<file path="src/rtl/skinny_rnd_ctrl.sv">
// Round sequencer for an unrolled SKINNY-128-384 datapath: holds state/TK registers and the
// round-constant LFSR, feeds NUMRND rounds per cycle and captures the results until done.
module skinny_rnd_ctrl #(
    parameter int unsigned NUMRND = 4,
    parameter int unsigned ROUNDS = 40
) (
    input  logic                  clk,
    input  logic                  rst,
    input  logic                  in_valid,
    output logic                  in_ready,
    input  logic [127:0]          pt_i,
    input  logic [127:0]          tk1_i,
    input  logic [127:0]          tk2_i,
    input  logic [127:0]          tk3_i,
    output logic                  out_valid,
    input  logic                  out_ready,
    output logic [127:0]          ct_o,
    output logic [127:0]          dp_state,
    output logic [127:0]          dp_cnt,
    output logic [127:0]          dp_tweak,
    output logic [127:0]          dp_key,
    output logic [6*NUMRND-1:0]   dp_const,
    input  logic [127:0]          dp_nstate,
    input  logic [127:0]          dp_ncnt,
    input  logic [127:0]          dp_ntweak,
    input  logic [127:0]          dp_nkey
);

    localparam int unsigned NCYC = ROUNDS / NUMRND;
    localparam int unsigned CW   = (NCYC > 1) ? $clog2(NCYC) : 1;
    localparam logic [CW-1:0] CycLast = CW'(NCYC - 1);

    typedef enum logic [1:0] {StIdle, StRun, StDone} state_e;

    state_e        fsm_q, fsm_d;
    logic [127:0]  st_q, st_d;
    logic [127:0]  cnt_q, cnt_d;
    logic [127:0]  tweak_q, tweak_d;
    logic [127:0]  key_q, key_d;
    logic [5:0]    rc_q, rc_d;
    logic [5:0]    rc_adv;
    logic [CW-1:0] cyc_q, cyc_d;

    function automatic logic [5:0] lfsr_step(input logic [5:0] rc);
        return {rc[4:0], rc[5] ^ rc[4] ^ 1'b1};
    endfunction

    // Constants for the NUMRND rounds of this cycle, plus the LFSR value after all of them.
    always_comb begin : rc_unroll
        logic [5:0] r;
        r        = rc_q;
        dp_const = '0;
        for (int i = 0; i < NUMRND; i++) begin
            r = lfsr_step(r);
            dp_const[6*i +: 6] = r;
        end
        rc_adv = r;
    end

    always_comb begin
        fsm_d     = fsm_q;
        st_d      = st_q;
        cnt_d     = cnt_q;
        tweak_d   = tweak_q;
        key_d     = key_q;
        rc_d      = rc_q;
        cyc_d     = cyc_q;
        in_ready  = 1'b0;
        out_valid = 1'b0;
        unique case (fsm_q)
            StIdle: begin
                in_ready = 1'b1;
                if (in_valid) begin
                    st_d    = pt_i;
                    cnt_d   = tk1_i;
                    tweak_d = tk2_i;
                    key_d   = tk3_i;
                    rc_d    = '0;
                    cyc_d   = '0;
                    fsm_d   = StRun;
                end
            end
            StRun: begin
                st_d    = dp_nstate;
                cnt_d   = dp_ncnt;
                tweak_d = dp_ntweak;
                key_d   = dp_nkey;
                rc_d    = rc_adv;
                // Counter parks on its terminal value rather than wrapping.
                if (cyc_q == CycLast) begin
                    fsm_d = StDone;
                end else begin
                    cyc_d = cyc_q + 1'b1;
                end
            end
            StDone: begin
                out_valid = 1'b1;
                if (out_ready) begin
                    fsm_d = StIdle;
                end
            end
            default: fsm_d = StIdle;
        endcase
    end

    always_ff @(posedge clk) begin
        if (rst) begin
            fsm_q   <= StIdle;
            st_q    <= '0;
            cnt_q   <= '0;
            tweak_q <= '0;
            key_q   <= '0;
            rc_q    <= '0;
            cyc_q   <= '0;
        end else begin
            fsm_q   <= fsm_d;
            st_q    <= st_d;
            cnt_q   <= cnt_d;
            tweak_q <= tweak_d;
            key_q   <= key_d;
            rc_q    <= rc_d;
            cyc_q   <= cyc_d;
        end
    end

    assign ct_o     = st_q;
    assign dp_state = st_q;
    assign dp_cnt   = cnt_q;
    assign dp_tweak = tweak_q;
    assign dp_key   = key_q;

endmodule

</file>
<file path="config.mk">
export PLATFORM = sky130hd
export DESIGN_NAME = skinny_rnd_ctrl
export DESIGN_NICKNAME = d
export VERILOG_FILES = /design/src/rtl/skinny_rnd_ctrl.sv
export SDC_FILE = /design/constraint.sdc
export NUM_CORES = 1
export LEC_CHECK = 0
export CORE_AREA = 2 2 658 660
export CTS_BUF_LIST = sky130_fd_sc_hd__clkbuf_8
export CTS_CLUSTER_SIZE = 12
export DETAILED_ROUTE_END_ITERATION = 6
export DIE_AREA = 0 0 660 662
export GPL_ROUTABILITY_DRIVEN = 0
export HOLD_SLACK_MARGIN = 0.05
export SYNTH_ARGS = -nofsm -noshare
export SYNTH_HDL_FRONTEND = slang
export SYNTH_SLANG_ARGS = --single-unit
</file>
<file path="constraint.sdc">
create_clock -name clk -period 2.3 [get_ports clk]
set_clock_uncertainty 0.05 [all_clocks]
set_input_delay 0.345 -clock clk [delete_from_list [all_inputs] [get_ports clk]]
set_output_delay 0.345 -clock clk [all_outputs]
set_load 0.05 [all_outputs]
</file>
==> results of run 1 <==
where the power goes:
| part | switching, µW | leakage, µW | internal [µW] |
|---|---|---|---|
| sequential | 733 | 0.00437 | 9940 |
| clock | 5320 | 0.00131 | 5920 |
| combinational | 9510 | 0.0176 | 5660 |
| total | 15600 | 0.0233 | 21500 |
per-layer routing:
metal / global-route usage [%] / vias to the layer above / share of wire [%]
li1: - / 15817 / -
met1: 18.3 / 17420 / 36
met2: 27.1 / 2683 / 45
met3: 10.4 / 1153 / 14
met4: 5.68 / 330 / 4.2
met5: 0.366 / - / 0.60
worst max-delay path, stage by stage (launching register included):
cell	delay, ns
dfxtp_2	0.36
and2b_4	0.26
buf_12	0.19
buf_12	0.24
buf_12	0.21
a21oi_1	0.10
a211oi_2	0.23
dlygate4sd3_1	0.59
placed cells by master, fill, tap and decap left out, types with 3 or more instances in the layout:
cell type,n
dfxtp_1,485
clkdlybuf4s18_2,17
buf_6,53
a22oi_1,6
inv_1,37
buf_2,95
diode_2,200
clkbuf_8,137
dfxtp_2,30
clkdlybuf4s15_2,209
clkdlybuf4s50_1,1026
a211oi_1,207
nor2_1,521
clkinvlp_4,4
clkdlybuf4s15_1,35
a21oi_2,23
buf_8,13
buf_16,12
buf_12,40
clkbuf_16,5
a21oi_1,490
a211oi_2,304
buf_4,355
o21ai_0,4
dfxtp_4,9
nand2_1,513
dlymetal6s4s_1,4
bufinv_16,5
dlygate4sd3_1,997
dlygate4sd2_1,3
clkinv_2,9
final cells by class:
| class | count | area (µm²) | area share [%] |
|---|---|---|---|
| Antenna cell | 200 | 500 | 0.819 |
| Timing Repair Buffer | 2865 | 28400 | 46.4 |
| Clock buffer | 137 | 1890 | 3.08 |
| Clock inverter | 59 | 414 | 0.677 |
| Inverter | 1 | 3.75 | 0.00614 |
| Multi-Input combinational cell | 2093 | 12200 | 20.0 |
| Sequential cell | 524 | 10600 | 17.3 |
| Tap cell | 5710 | 7140 | 11.7 |
synthesized netlist by cell type:
cell / n
a211oi_1: 212
a211oi_2: 299
a21oi_1: 493
a21oi_2: 20
a22oi_1: 6
a311oi_2: 1
a31oi_1: 1
a32o_1: 1
and2b_1: 1
and4b_1: 1
buf_1: 2
buf_2: 166
buf_4: 170
buf_6: 37
buf_8: 4
clkbuf_1: 57
dfxtp_1: 524
ha_1: 2
inv_1: 1
mux2i_1: 1
nand2_1: 513
nand2b_1: 1
nand3_1: 2
nand3b_1: 2
nor2_1: 521
nor2b_1: 2
nor3_1: 1
nor3b_1: 1
o21ai_0: 4
o21ba_2: 1
o21bai_1: 1
or3_1: 1
or4_1: 1
xnor2_1: 4
per-stage QoR:
step	total power, µW	area (µm²)	setup TNS, ns	utilization (%)	hold WS [ns]
global placement	23700	47800	-0.539	11.1	0.437
finish	37100	61100	-0.0172	14.2	0.144
global route	38600	60900	-2.04	14.2	0.0747
detailed placement	23700	47800	-0.759	11.1	0.442
floorplan	17400	25400	0	-	0.430
CTS	37500	60200	-0.124	14.0	0.0529
worst paths after layout:
check	start	endpoint	slack [ns]	cells past startpoint
setup reg to reg	fsm_q[1]	dp_cnt[0]	-0.01	7
setup / recovery	fsm_q[1]	dp_cnt[0]	-0.01	7
hold / removal	dp_nstate[34]	ct_o[34]	0.14	3
hold reg to reg	dp_key[67]	dp_key[67]	0.45	2
cell families after synthesis:
kind of cell / share of synthesized area (%)
compound gates: 31.8
xor+xnor: 0.138
fa+ha+maj: 0.0984
buf+inv: 11.0
flops: 41.3
mux: 0.0394
simple gates: 15.6
flip-flops by register name, indices dropped and copies added, names as in the netlist:
name / flops
fsm_q: 2
cyc_q: 4
dp_key: 128
dp_cnt: 128
rc_q: 6
dp_tweak: 128
ct_o: 128
what timing repair did:
action	CTS	global route
pin swaps	2	4
endpoints found under the setup margin	456	181
endpoints found under the hold margin	516	0
hold buffers	1001	0
gates cloned	0	5
resized for setup	1409	41
buffers inserted	1	9
==> qor.yml, run 1 <==
dieArea_um2: 437000
min_period_over_period_pct: 100
cts_buffers: 112
wl_per_cell_um: 33.6
cts_buffer_depth: 4
drc: 0
worst_slack_ns: -0.0115
leakagePower_uw: 0.0233
gr-total-overflow: 0
hold_viol: 0
synth_area_um2: 25400
die_w_um: 660
synth_largest_area_cell: "dfxtp_1"
track_usage_pct: 16.9
nets: 6627
grt_antenna_before_repair: 551
max_freq_ghz: 0.433
grt_pass1_wl_um: 460000
irDropWorstVdd_v: 0.000417
setup_viol: 2
firstDrtPassIters: 5
row_count: 241
core_area_um2: 430000
area_growth_pct: 140
ys_warn_count: 0
pre_cts_slack_ns: -0.0419
dp.cells: 10177
io_buffer_count: 1693
cts.sinks: 524
insertion_delay_ns: 1.05
crit_fanout: 29
worstMarginPinSlew_ns: 0.640
synth_area_leaders: "dfxtp_1 41%, a211oi_2 15%, a21oi_1 9.7%, nor2_1 7.7%, nand2_1 7.6%"
cts_tree: "yes"
endpoint_kind: "flop"
crit_required_ns: 3.20
yosys.area.top_type_share_pct: 41.3
violations: "setup timing"
grt_max_degree: 78
vias: 37403
max-cap-violations: 0
crit_path_start_kind: "flop"
path_clk_slew_ns: 0.06
wl_um: 389000
syn_avg_cell_area_um2: 8.33
grt_pass1_vias: 35460
slew_violations: 0
start_util_pct: 5.92
htree_levels: 3
hp-class: "in2reg"
vias_per_cell: 3.23
cellPowerDensity_nw_per_um2: 607
die_y_um: 662
pin_count: 1694
cts-root-buf: "clkbuf_8"
rsz0062_at_grt: "yes"
n_fill_cell: 48816
synth_nets: 4084
dp_hpwl_um: 347000
synth_cell_types: 34
arrival_ns: 3.22
min_period_ns: 2.31
crit_type: "reg2reg"
drt_iter0_drc: 3479
ys_seq_area_share_pct: 41.3
ant_nets: 0
drive_gt1_share_pct: 23.5
status: "finished, violations left"
syn_inst: 3054
slew_headroom_pct: 57.3
synth_seq_cells: 524
finalNonFillerCells: 11589
(Power assumes the default switching activity.)
==> run 2, diff against run 1 <==
--- a/config.mk
+++ b/config.mk
@@ -5,6 +5,7 @@
 export SDC_FILE = /design/constraint.sdc
 export NUM_CORES = 1
 export LEC_CHECK = 0
+export ABC_AREA = 1
 export CORE_AREA = 2 2 658 660
 export CTS_BUF_LIST = sky130_fd_sc_hd__clkbuf_8
 export CTS_CLUSTER_SIZE = 12
==> qor.yml, run 2 <==
slew_violations: 0  # unchanged
slew_headroom_pct: 58.0  # +0.69 points
wl_per_cell_um: 26.9  # -20%
synth_ff_type: "dfxtp_1"
dp_hpwl_um: 290000  # -16%
grt_max_degree: 88  # +13%
violations: "setup timing"
endpoint_kind: "output pin"
start_util_pct: 5.92  # about the same
drc: 0  # unchanged
cts_buffer_depth: 4  # unchanged
clockPowerShare_pct: 29.6  # -0.7 points
track_usage_pct: 14.5  # -2.4 points
hold_viol: 0  # unchanged
cts.sinks: 524  # unchanged
post-synth-top-count-cell: "nand2_1"
yosys.area.top_type_share_pct: 41.2  # about the same
synth_nets: 5133  # +26%
final_cell_mix: "1,558 x nand2_1, 1,034 x nor2_1, 1,027 x clkdlybuf4s50_1"
cellPowerDensity_nw_per_um2: 628  # +3.5%
pwr-share-comb_pct: 42.2  # +1.3 points
critPathMaxStageDelay_ns: 0.35  # -0.24 ns
synthArstFlopShare_pct: 0  # unchanged
core_area_um2: 430000  # unchanged
crit_type: "reg2out"
crit_path_start_kind: "flop"
area_growth_pct: 140
ys_warn_count: 0  # unchanged
min_period_over_period_pct: 101  # +0.64 points
worstMarginPinSlew_ns: 0.627  # -0.0124 ns
max_freq_ghz: 0.430  # -0.63%
wl_um: 338000  # -13%
ant_nets: 0  # unchanged
drt_iter0_drc: 3313  # -4.8%
slowest_stage: "dfxtp_2"
hp-class: "in2reg"
path_delay_family: "simple AND/OR/NAND/NOR gates"
synth_edf_count: 0  # unchanged
drive_gt1_share_pct: 14.9  # -8.6 points
insertion_delay_ns: 1.00  # -0.05 ns
synth_area_leaders: "dfxtp_1 41%, nand2_1 23%, nor2_1 15%, o21ai_0 10%, buf_4 5.0%"
syn_avg_cell_area_um2: 6.20  # -26%
vias: 39781  # +6.4%
final_common_cell: "nand2_1"
die_w_um: 660  # unchanged
vias_per_cell: 3.17  # -1.9%
nets: 7638  # +15%
grt_pass1_wl_um: 409000  # -11%
path_depth: 4  # -3
arrival_ns: 1.93  # -1.29 ns
status: "finished, violations left"
hold_path_depth: 5  # +2
crit_chain: "inv_2, or2_4, and2_4, buf_8"
p_int_uw: 22000  # +2.3%
irDropWorstVdd_v: 0.000432  # +3.5%
p_sw_uw: 16400  # +5.1%
cts-root-buf: "clkbuf_8"
grt_antenna_before_repair: 432  # -22%
pwr-share-seq_pct: 28.3  # -0.5 points
tns_ns: -0.0977  # -0.0805 ns
grt_pass1_vias: 37329  # +5.3%
path_clk_slew_ns: 0.06  # about the same
pin_count: 1694  # unchanged
synth_cell_types: 21  # -38%
worst-path-buf-inv: 2  # -2
r2r_setup_slack_ns: 0.05  # +0.06 ns
rsz0062_at_grt: "yes"
row_count: 241  # unchanged
r2r_cells: 11  # +4
synth_seq_cells: 524  # unchanged
hold_ws_ns: 0.164  # +0.0197 ns
leakagePower_uw: 0.0255  # +9.5%
htree_levels: 3  # unchanged
dieArea_um2: 437000  # unchanged
die_y_um: 662  # unchanged
synth_area_um2: 25400  # about the same
gr-total-overflow: 0  # unchanged
setup_viol: 4  # +2
ys_seq_area_share_pct: 41.2  # about the same
synth_largest_area_cell: "dfxtp_1"
crit_fanout: 4  # -86%
max-cap-violations: 0  # unchanged
min_period_ns: 2.33  # +0.0146 ns
swShare_pct: 42.6  # +0.66 points
worst_slack_ns: -0.0261  # -0.0146 ns
synthTopCellsByCount: "1,560 x nand2_1, 1,036 x nor2_1, 524 x dfxtp_1"
p_total_uw: 38400  # +3.4%
io_buffer_count: 1693  # unchanged
syn_inst: 4103  # +34%
firstDrtPassIters: 6  # +1
crit_required_ns: 1.90  # -1.30 ns
cts_buffers: 108  # -3.6%
cts_tree: "yes"
## run 2: cell count changes after synthesis, sizes merged, moves of 3 or more
cell and change:
nand2 +1050, nor2 +517, a211oi -511, o21ai +509, a21oi -504, buf -69, clkbuf +65, inv +9
a22oi -6, nand3 +3
## run 2: power by group through the flow
stage,clock (µW),sequential [µW],combinational (µW)
CTS,11900,10800,16100
detailed placement,0,11000,14400
global placement,0,11000,14300
finish,11300,10800,16200
global route,12100,10900,17100
floorplan,0,14300,4350
## run 2: stage by stage
stage	instance area [µm²]	std cells	util (%)	setup slack, ns
2_1_floorplan	25400	4103	-	0.253
3_3_place_gp	48400	11199	11.3	0.201
3_5_place_dp	48400	11199	11.3	0.180
4_1_cts	60100	12365	14.0	-0.188
5_1_grt	60900	12475	14.2	-0.168
6_report	61100	12561	14.2	-0.0261
## run 2: path summary, 6_finish.rpt
| path | end | from |
|---|---|---|
| hold / removal | dp_cnt[6] | tk1_i[6] |
| setup reg to reg | dp_tweak[53] | fsm_q[0] |
| setup / recovery | dp_const[7] | rc_q[4] |
| hold reg to reg | cyc_q[2] | cyc_q[2] |
## run 2: cell type report
type	count	area (µm²)
Antenna cell	164	410
Clock buffer	140	1930
Clock inverter	49	412
Fill cell	49121	369000
Inverter	10	57.6
Multi-Input combinational cell	3138	12600
Sequential cell	524	10500
Tap cell	5710	7140
Timing Repair Buffer	2826	28000
## run 2: cells by family (layout without fill, tap and decap cells)
logic type / after synthesis / in the layout / share of synthesized area, %
other: 0 / 164 / 0
AND/OR/NAND/NOR: 2611 / 2612 / 38.6
AO/OA/AOI/OAI: 522 / 522 / 10.3
flip-flops: 524 / 524 / 41.2
XOR/XNOR: 2 / 2 / 0.0688
buffers and inverters: 442 / 3025 / 9.70
adder cells (fa/ha/maj): 2 / 2 / 0.0983
## run 2: what timing repair did
action | 4_1_cts | 5_1_grt
endpoints found under the setup margin | 544 | 83
hold buffers | 970 | 1
pin swaps | 3 | 7
endpoints found under the hold margin | 511 | 1
gates cloned | 0 | 10
setup buffers | 7 | 22
resized for setup | 2073 | 43
## run 2: worst register-to-register path: stages (launching register included)
cell           delay (ns)
dfxtp_4              0.37
buf_6                0.12
inv_1                0.08
nor2_4               0.06
buf_12               0.15
buf_16               0.20
buf_4                0.18
nand2_1              0.08
nand2_1              0.07
dlygate4sd3_1        0.56
nor2_1               0.21
nor2_1               0.07
## run 2: routing by layer
layer  wire length [µm]  GRT usage [%]
met5               1500              0
met2             153000           23.9
met3              42600           7.76
met4              19900           6.56
met1             121000           15.2
